File: config.mk
export PLATFORM = sky130hd
export DESIGN_NAME = nonce_dispatch_scheduler_flat
export DESIGN_NICKNAME = d
export VERILOG_FILES = /design/src/rtl/sched_pkg.sv /design/src/rtl/nonce_dispatch_scheduler_if.sv /design/src/rtl/nonce_dispatch_scheduler_rr_arbiter.sv /design/src/rtl/nonce_dispatch_scheduler.sv /design/src/flat_wrapper.sv
export SDC_FILE = /design/constraint.sdc
export NUM_CORES = 1
export LEC_CHECK = 0
export ABC_AREA = 1
export BUFFER_PORTS_ARGS = -buffer_cell sky130_fd_sc_hd__buf_2
export CORE_ASPECT_RATIO = 0.9
export CORE_MARGIN = 3
export CORE_UTILIZATION = 57
export DETAILED_ROUTE_END_ITERATION = 8
export GPL_TIMING_DRIVEN = 0
export PLACE_DENSITY = 0.8
export SYNTH_ARGS = -nofsm -noshare
export SYNTH_HDL_FRONTEND = slang
export SYNTH_HIERARCHICAL = 1
export SYNTH_SLANG_ARGS = --single-unit
File: constraint.sdc
create_clock -name clk -period 4.4 [get_ports clk]
set_input_delay 0.22 -clock clk [delete_from_list [all_inputs] [get_ports clk]]
set_output_delay 0.22 -clock clk [all_outputs]
set_load 0.1 [all_outputs]
File: src/rtl/sched_pkg.sv
// Shared types and constants for the nonce dispatch scheduler.
// Imported by the interface, the arbiter and the scheduler top.
package sched_pkg;

    typedef enum logic [1:0] {
        IDLE,
        RUN,
        FINISH
    } state_e;

    localparam int MAX_CORES   = 8;
    localparam int CORE_IDX_W  = $clog2(MAX_CORES);
    localparam int DEF_NONCE_W = 32;

    // Result slot address; 16-bit arithmetic wraps past 16'hFFFF.
    function automatic logic [15:0] result_addr(
        input logic [15:0] base,
        input logic [15:0] offset
    );
        return base + offset;
    endfunction

endpackage

File: src/rtl/nonce_dispatch_scheduler_if.sv
// Core-side and memory-side bundle of the nonce dispatch scheduler.
// master = scheduler, slave = hash cores plus result memory.
interface nonce_dispatch_scheduler_if
    import sched_pkg::*;
#(
    parameter int NUM_CORES = 4,
    parameter int NONCE_W   = DEF_NONCE_W
) ();

    logic [NUM_CORES-1:0]    core_start;
    logic [NONCE_W-1:0]      core_nonce;
    logic [NUM_CORES-1:0]    core_done;
    logic [32*NUM_CORES-1:0] core_h0;
    logic                    mem_we;
    logic [15:0]             mem_addr;
    logic [31:0]             mem_write_data;

    modport master (
        output core_start,
        output core_nonce,
        input  core_done,
        input  core_h0,
        output mem_we,
        output mem_addr,
        output mem_write_data
    );

    modport slave (
        input  core_start,
        input  core_nonce,
        output core_done,
        output core_h0,
        input  mem_we,
        input  mem_addr,
        input  mem_write_data
    );

endinterface

File: src/rtl/nonce_dispatch_scheduler_rr_arbiter.sv
// Round-robin arbiter: one-hot grant, priority rotates past the
// last granted requester whenever advance is high.
module rr_arbiter
    import sched_pkg::*;
#(
    parameter int N = 4
) (
    input  logic         clk,
    input  logic         reset_n,
    input  logic [N-1:0] req,
    input  logic         advance,
    output logic [N-1:0] grant
);

    logic [CORE_IDX_W-1:0] last_q;
    logic [CORE_IDX_W-1:0] last_d;
    logic [CORE_IDX_W-1:0] pick;
    logic [N-1:0]          above;
    logic [N-1:0]          masked;
    logic [N-1:0]          cand;
    logic                  found;

    always_comb begin
        above = '0;
        for (int i = 0; i < N; i++) begin
            above[i] = (i > int'(last_q));
        end
        masked = req & above;
        // Wrap to the bottom when nothing sits above the last grant.
        cand  = (|masked) ? masked : req;
        grant = '0;
        pick  = last_q;
        found = 1'b0;
        for (int i = 0; i < N; i++) begin
            if (!found && cand[i]) begin
                found    = 1'b1;
                grant[i] = 1'b1;
                pick     = CORE_IDX_W'(i);
            end
        end
        last_d = (advance && found) ? pick : last_q;
    end

    always_ff @(posedge clk or negedge reset_n) begin
        if (!reset_n) begin
            last_q <= CORE_IDX_W'(N - 1);
        end else begin
            last_q <= last_d;
        end
    end

endmodule

File: src/rtl/nonce_dispatch_scheduler.sv
// Shares NUM_CORES double-SHA cores over one nonce sweep: dispatches
// nonces to idle cores, captures H0 results, serialises memory writes.
module nonce_dispatch_scheduler
    import sched_pkg::*;
#(
    parameter int NUM_CORES = 4,
    parameter int NONCE_W   = DEF_NONCE_W
) (
    input  logic                      clk,
    input  logic                      reset_n,
    input  logic                      start,
    input  logic [15:0]               output_addr,
    input  logic [NONCE_W-1:0]        nonce_count,
    nonce_dispatch_scheduler_if.master bus,
    output logic                      busy,
    output logic                      done
);

    state_e               state_q, state_d;
    logic [NONCE_W-1:0]   next_nonce_q, next_nonce_d;
    logic [NONCE_W-1:0]   count_q, count_d;
    logic [15:0]          base_q, base_d;
    logic [NUM_CORES-1:0] core_busy_q, core_busy_d;
    logic [NUM_CORES-1:0] res_valid_q, res_valid_d;
    logic [NONCE_W-1:0]   res_nonce_q [NUM_CORES];
    logic [NONCE_W-1:0]   res_nonce_d [NUM_CORES];
    logic [31:0]          res_h0_q [NUM_CORES];
    logic [31:0]          res_h0_d [NUM_CORES];

    logic [NUM_CORES-1:0] core_start_q, core_start_d;
    logic [NONCE_W-1:0]   core_nonce_q, core_nonce_d;
    logic                 mem_we_q, mem_we_d;
    logic [15:0]          mem_addr_q, mem_addr_d;
    logic [31:0]          mem_write_data_q, mem_write_data_d;
    logic                 busy_q, busy_d;
    logic                 done_q, done_d;

    logic [NUM_CORES-1:0] wb_grant;
    logic                 wb_advance;
    logic                 disp_found;

    assign wb_advance = (state_q == RUN);

    rr_arbiter #(
        .N (NUM_CORES)
    ) u_wb_arb (
        .clk     (clk),
        .reset_n (reset_n),
        .req     (res_valid_q),
        .advance (wb_advance),
        .grant   (wb_grant)
    );

    always_comb begin
        state_d          = state_q;
        next_nonce_d     = next_nonce_q;
        count_d          = count_q;
        base_d           = base_q;
        core_busy_d      = core_busy_q;
        res_valid_d      = res_valid_q;
        res_nonce_d      = res_nonce_q;
        res_h0_d         = res_h0_q;
        core_start_d     = '0;
        core_nonce_d     = core_nonce_q;
        mem_we_d         = 1'b0;
        mem_addr_d       = mem_addr_q;
        mem_write_data_d = mem_write_data_q;
        busy_d           = busy_q;
        done_d           = done_q;
        disp_found       = 1'b0;

        unique case (state_q)
            IDLE: begin
                if (start) begin
                    base_d       = output_addr;
                    count_d      = nonce_count;
                    next_nonce_d = '0;
                    core_busy_d  = '0;
                    res_valid_d  = '0;
                    done_d       = 1'b0;
                    busy_d       = 1'b1;
                    state_d      = RUN;
                end
            end
            RUN: begin
                for (int i = 0; i < NUM_CORES; i++) begin
                    if (bus.core_done[i] && core_busy_q[i]) begin
                        res_h0_d[i]    = bus.core_h0[i*32 +: 32];
                        res_valid_d[i] = 1'b1;
                        core_busy_d[i] = 1'b0;
                    end
                end
                for (int i = 0; i < NUM_CORES; i++) begin
                    if (wb_grant[i]) begin
                        mem_we_d         = 1'b1;
                        mem_addr_d       = result_addr(base_q, 16'(res_nonce_q[i]));
                        mem_write_data_d = res_h0_q[i];
                        res_valid_d[i]   = 1'b0;
                    end
                end
                // Registered flags keep a just-granted core out until next cycle.
                for (int i = 0; i < NUM_CORES; i++) begin
                    if (!disp_found && !core_busy_q[i] && !res_valid_q[i]
                        && (next_nonce_q < count_q)) begin
                        disp_found      = 1'b1;
                        core_start_d[i] = 1'b1;
                        core_nonce_d    = next_nonce_q;
                        core_busy_d[i]  = 1'b1;
                        res_nonce_d[i]  = next_nonce_q;
                    end
                end
                if (disp_found) begin
                    next_nonce_d = next_nonce_q + 1'b1;
                end
                if ((next_nonce_q == count_q) && (core_busy_q == '0)
                    && (res_valid_q == '0)) begin
                    state_d = FINISH;
                end
            end
            FINISH: begin
                busy_d  = 1'b0;
                done_d  = 1'b1;
                state_d = IDLE;
            end
            default: begin
                state_d = IDLE;
            end
        endcase
    end

    always_ff @(posedge clk or negedge reset_n) begin
        if (!reset_n) begin
            state_q          <= IDLE;
            next_nonce_q     <= '0;
            count_q          <= '0;
            base_q           <= '0;
            core_busy_q      <= '0;
            res_valid_q      <= '0;
            res_nonce_q      <= '{default: '0};
            res_h0_q         <= '{default: '0};
            core_start_q     <= '0;
            core_nonce_q     <= '0;
            mem_we_q         <= 1'b0;
            mem_addr_q       <= '0;
            mem_write_data_q <= '0;
            busy_q           <= 1'b0;
            done_q           <= 1'b0;
        end else begin
            state_q          <= state_d;
            next_nonce_q     <= next_nonce_d;
            count_q          <= count_d;
            base_q           <= base_d;
            core_busy_q      <= core_busy_d;
            res_valid_q      <= res_valid_d;
            res_nonce_q      <= res_nonce_d;
            res_h0_q         <= res_h0_d;
            core_start_q     <= core_start_d;
            core_nonce_q     <= core_nonce_d;
            mem_we_q         <= mem_we_d;
            mem_addr_q       <= mem_addr_d;
            mem_write_data_q <= mem_write_data_d;
            busy_q           <= busy_d;
            done_q           <= done_d;
        end
    end

    assign bus.core_start     = core_start_q;
    assign bus.core_nonce     = core_nonce_q;
    assign bus.mem_we         = mem_we_q;
    assign bus.mem_addr       = mem_addr_q;
    assign bus.mem_write_data = mem_write_data_q;
    assign busy               = busy_q;
    assign done               = done_q;

endmodule
File: src/flat_wrapper.sv
// flat-port wrapper written by rule: the top's interface ports become plain ports
module nonce_dispatch_scheduler_flat import sched_pkg::*;
#(
    parameter int NUM_CORES = 4,
    parameter int NONCE_W   = DEF_NONCE_W
)
  (clk, reset_n, start, output_addr, nonce_count, busy, done, bus_core_start, bus_core_nonce, bus_core_done, bus_core_h0, bus_mem_we, bus_mem_addr, bus_mem_write_data);
  nonce_dispatch_scheduler_if #(.NUM_CORES(NUM_CORES), .NONCE_W(NONCE_W)) bus_i ();
  input  logic clk;
  input  logic reset_n;
  input  logic start;
  input  logic [15:0] output_addr;
  input  logic [NONCE_W-1:0] nonce_count;
  output logic busy;
  output logic done;
  output wire logic [$bits(bus_i.core_start)-1:0] bus_core_start;
  output wire logic [$bits(bus_i.core_nonce)-1:0] bus_core_nonce;
  input wire logic [$bits(bus_i.core_done)-1:0] bus_core_done;
  input wire logic [$bits(bus_i.core_h0)-1:0] bus_core_h0;
  output wire logic [$bits(bus_i.mem_we)-1:0] bus_mem_we;
  output wire logic [$bits(bus_i.mem_addr)-1:0] bus_mem_addr;
  output wire logic [$bits(bus_i.mem_write_data)-1:0] bus_mem_write_data;
  assign bus_core_start = bus_i.core_start;
  assign bus_core_nonce = bus_i.core_nonce;
  assign bus_i.core_done = bus_core_done;
  assign bus_i.core_h0 = bus_core_h0;
  assign bus_mem_we = bus_i.mem_we;
  assign bus_mem_addr = bus_i.mem_addr;
  assign bus_mem_write_data = bus_i.mem_write_data;
  nonce_dispatch_scheduler #(.NUM_CORES(NUM_CORES), .NONCE_W(NONCE_W)) u_core (.clk(clk), .reset_n(reset_n), .start(start), .output_addr(output_addr), .nonce_count(nonce_count), .bus(bus_i), .busy(busy), .done(done));
endmodule
==> results.sh <==
export IMPL_synth_edf_count=0
export IMPL_gp_routability_congestion=0.9007
export IMPL_tritoncts="yes"
export IMPL_initial_antenna_violation_count=6
export IMPL_critical_path_startpoint_type="register"
export IMPL_clock_latency_ns=0.53
export IMPL_overall_global_routing_resource_usage=0.3413
export IMPL_mux_cell_area_share_after_synthesis=0.08565
export IMPL_synth_seq_area_share=0.5271
export IMPL_synth_simple_gate_area_share=0.1795
export IMPL_p_leak_nw=11.19
export IMPL_p_per_area_mw_per_mm2=779.1
export IMPL_worstHoldPathType="in -> reg"
export IMPL_first_global_vias=16950
export IMPL_number_of_nets_with_antenna_violations_after_detailed_routing=0
export IMPL_hold_start="bus_core_done[0]"
export IMPL_flow_area_growth_from_synthesis_pct=28.44
export IMPL_grt_start_max_net_pins=128
export IMPL_post_synth_cell_area_avg_um2=9.322
export IMPL_viasPerCell=5.777
export IMPL_yosysTopAreaCell="sky130_fd_sc_hd__dfrtp_1"
export IMPL_chipWidth_um=191.3
export IMPL_hold_path_stages=6
export IMPL_clkTransAtPathRegs_ns=0.06
export IMPL_via_count=16270
export IMPL_startpoint="u_core/u_wb_arb/last_q[1]"
export IMPL_layout_worst_path_cycle_share=0.9529
export IMPL_detail_route_iter0_violations=1528
export IMPL_critical_path_peak_fanout=10
export IMPL_synthesis_nets=2122
export IMPL_max_cap_viol_count=0
export IMPL_synth_distinct_cells=47
export IMPL_slew_headroom=0.3627
export IMPL_synth_xor_xnor_area_share=0.01491
export IMPL_ys_warnings_count=6
export IMPL_ys_flop_type="sky130_fd_sc_hd__dfrtp_1"
export IMPL_num_cts_buffers=38
export IMPL_cts_htree_levels=2
export IMPL_report_final_hold_viol_count=0
export IMPL_post_place_ws_ns=-0.2776
export IMPL_grt_overflow_total=0
export IMPL_clock_path_buffers=3
export IMPL_synth_top_family_by_area="simple AND/OR/NAND/NOR gates"
export IMPL_timing_fmax_ghz=0.2385
export IMPL_drc_errors=0
export IMPL_placement_io_buffers=269
export IMPL_floorplan_die_height_um=172.8
export IMPL_routed_wire_length_per_instance_um=20.30
export IMPL_synth_seq_cells=371
export IMPL_run_status="complete, no violations"
export IMPL_end_kind="register"
export IMPL_core_area_mm2=0.03018
export IMPL_fin_worst_skew_ns=0.01331
export IMPL_layout_drive_gt1_share=0.2329
export IMPL_design_portCount=270
export IMPL_worstPathArrival_ns=4.60
export IMPL_async_reset_ff_frac=1.000
export IMPL_fin_nets=2613
export IMPL_drt_pass1_iterations=6
export IMPL_worst_endpoint_required_ns=4.81
export IMPL_fillerInstances=2007
export IMPL_dp_hpwl_mm=36.67
export IMPL_max_vdd_ir_drop_v=0.0007491
export IMPL_post_synth_fa_ha_maj_area_fraction=0.03522
export IMPL_yosys_top_cells_area="sky130_fd_sc_hd__dfrtp_1, sky130_fd_sc_hd__mux2_2, sky130_fd_sc_hd__nand2_1"
export IMPL_syn_area_mm2=0.01762
export IMPL_grt_first_pass_wirelength_mm=89.56
export IMPL_tightestPinTransition_ns=0.9515
export IMPL_report_final_setup_viol=0
export IMPL_synth_compound_area_frac=0.1025
export IMPL_reg2regPathDepth=23
export IMPL_std_cell_rows=60
export IMPL_layoutNonFillerInstCount=2817
export IMPL_slew_viol_final=0
export IMPL_clockRootBuffer="sky130_fd_sc_hd__clkbuf_16"
export IMPL_routed_wirelength_mm=57.19
export IMPL_rr_startpoint="u_core/u_wb_arb/last_q[1]"
export IMPL_timing_worst_setup_path_type="reg -> reg"
export IMPL_initial_utilization=0.5838
export IMPL_cts_sink_count=371
export IMPL_syn_inst=1890
export IMPL_placed_cells_incl_taps=2565
export IMPL_postLayoutSetupSlackWorst_ns=0.2072
export IMPL_timing_final_crit_period_ns=4.193
export IMPL_die_area_mm2=0.03306
export IMPL_yosys_area_top_type_share=0.5241
-- state kept, by name (all words and copies together), names as in the netlist --
name	count
u_core/done	1
u_core/bus.mem_write_data	32
u_core/core_busy_q	4
u_core/state_q	2
u_core/count_q	32
u_core/bus.core_start	4
u_core/next_nonce_q	32
u_core/bus.mem_we	1
u_core/base_q	16
u_core/res_valid_q	4
u_core/res_nonce_q	64
u_core/busy	1
u_core/res_h0_q	128
u_core/bus.core_nonce	32
u_core/u_wb_arb/last_q	2
u_core/bus.mem_addr	16
-- kinds of logic (layout without fill, tap and decap cells) --
group	Yosys count	count (layout)
adder cells (fa/ha/maj)	49	49
flip-flops	371	371
AND/OR/NAND/NOR	753	753
buffers and inverters	231	750
XOR/XNOR	30	30
AO/OA/AOI/OAI	322	322
other	0	5
multiplexers	134	134
-- cells in the mapped netlist, drive strengths merged (2+ instances only) --
library cell	number
ha	48
buf	45
nor3	24
nand4	13
clkbuf	46
xnor2	7
a21oi	98
a22oi	33
dfrtp	369
a21boi	2
xor2	23
nand2	400
dfstp	2
inv	138
mux2	134
nor4b	2
or2	5
o211ai	6
a21o	8
o31ai	2
nand3	88
nor2	214
a31oi	37
clkinv	2
o21ai	134
nor4	3
-- through the flow --
stage / utilization / TNS (ns) / instance area, um2 / hold slack (ns) / power [mW]
after global placement: 0.6451 / -1438.84 / 19470 / 0.4512 / 13.31
final: 0.7498 / 0 / 22630 / 0.07680 / 17.63
after detailed placement: 0.6482 / -0.8337 / 19560 / 0.1305 / 13.64
after global routing: 0.7498 / -0.1108 / 22630 / 0.1118 / 18.44
after CTS: 0.7476 / 0 / 22560 / 0.05225 / 17.04
after floorplan: - / 0 / 17620 / -0.07559 / 11.37
-- routing by layer --
layer / vias up / share of wire / GRT usage / wire length (um)
met3: 242 / 0.092 / 0.08251 / 5276
met2: 963 / 0.47 / 0.5485 / 26870
li1: 7278 / - / - / -
met4: 2 / 0.053 / 0.1697 / 3016
met5: - / 0.00023 / 0 / 13
met1: 7788 / 0.38 / 0.4331 / 22010
-- power breakdown --
part | switching [mW] | internal [mW]
sequential | 0.700 | 4.59
combinational | 6.51 | 2.61
clock | 1.36 | 1.86
total | 8.57 | 9.06
-- worst max-delay path, cell delays in order, from the launching register on --
cell and delay [ns]:
sky130_fd_sc_hd__dfstp_2 0.54, sky130_fd_sc_hd__inv_2 0.06, sky130_fd_sc_hd__nand2_1 0.10, sky130_fd_sc_hd__nand2_1 0.11, sky130_fd_sc_hd__o21ai_0 0.23, sky130_fd_sc_hd__nand2_1 0.11, sky130_fd_sc_hd__inv_1 0.08, sky130_fd_sc_hd__buf_2 0.25
sky130_fd_sc_hd__clkinv_1 0.27, sky130_fd_sc_hd__clkbuf_2 0.30, sky130_fd_sc_hd__nor2_1 0.13, sky130_fd_sc_hd__inv_1 0.05, sky130_fd_sc_hd__a31oi_1 0.32, sky130_fd_sc_hd__inv_1 0.09, sky130_fd_sc_hd__ha_1 0.28, sky130_fd_sc_hd__nand3_1 0.07
sky130_fd_sc_hd__nand2_1 0.09, sky130_fd_sc_hd__nand3_1 0.10, sky130_fd_sc_hd__nand4_1 0.18, sky130_fd_sc_hd__nand3_1 0.13, sky130_fd_sc_hd__nand3_1 0.13, sky130_fd_sc_hd__or2_2 0.30, sky130_fd_sc_hd__nand3_1 0.09, sky130_fd_sc_hd__nand2_1 0.06
-- layout make-up --
class | count | area [um2] | share of cell area
Inverter | 140 | 529.3 | 0.02339
Timing Repair Buffer | 452 | 3231 | 0.1428
Clock inverter | 11 | 127.6 | 0.005640
Tap cell | 403 | 504.2 | 0.02228
Buffer | 90 | 457.9 | 0.02024
Sequential cell | 371 | 9286 | 0.4104
Antenna cell | 5 | 12.51 | 0.0005529
Clock buffer | 57 | 1102 | 0.04871
Multi-Input combinational cell | 1288 | 7378 | 0.3261
-- cell usage in the layout (no fill, tap or decap), types with 8 or more instances in the layout --
cell,Yosys,layout
sky130_fd_sc_hd__nand4_1,13,13
sky130_fd_sc_hd__clkbuf_8,0,8
sky130_fd_sc_hd__nand2_1,392,392
sky130_fd_sc_hd__buf_2,29,297
sky130_fd_sc_hd__inv_2,8,8
sky130_fd_sc_hd__nand3_1,84,84
sky130_fd_sc_hd__inv_1,130,129
sky130_fd_sc_hd__a21oi_1,98,98
sky130_fd_sc_hd__mux2_2,134,134
sky130_fd_sc_hd__ha_1,48,48
sky130_fd_sc_hd__dfrtp_1,369,369
sky130_fd_sc_hd__dlygate4sd3_1,0,176
sky130_fd_sc_hd__nand2_2,8,8
sky130_fd_sc_hd__nor2_1,205,204
sky130_fd_sc_hd__clkbuf_1,46,50
sky130_fd_sc_hd__o21ai_1,22,21
sky130_fd_sc_hd__xor2_1,23,23
sky130_fd_sc_hd__nor3_1,21,20
sky130_fd_sc_hd__a22oi_1,33,33
sky130_fd_sc_hd__clkbuf_16,0,38
sky130_fd_sc_hd__a31oi_1,37,37
sky130_fd_sc_hd__a21o_1,8,8
sky130_fd_sc_hd__buf_4,4,8
sky130_fd_sc_hd__o21ai_0,112,112
-- what timing repair did --
action | CTS | global route
endpoints found under the hold margin | 214 | 0
hold buffers | 176 | 0
resized for setup | 4 | 18
buffers inserted | 0 | 4
setup endpoints to repair | 7 | 8
-- final timing paths --
check                                     endpoint  slack (ns)
setup / recovery           u_core/bus.mem_addr[15]        0.21
hold / removal               u_core/core_busy_q[0]        0.08
setup reg to reg           u_core/bus.mem_addr[15]        0.21
hold reg to reg             u_core/res_nonce_q[12]        0.48
max in group asynchronous       u_core/res_h0_q[0]        2.89
min in group asynchronous  u_core/bus.mem_addr[11]        0.18
No activity file was read; power rests on OpenSTA's default activity.
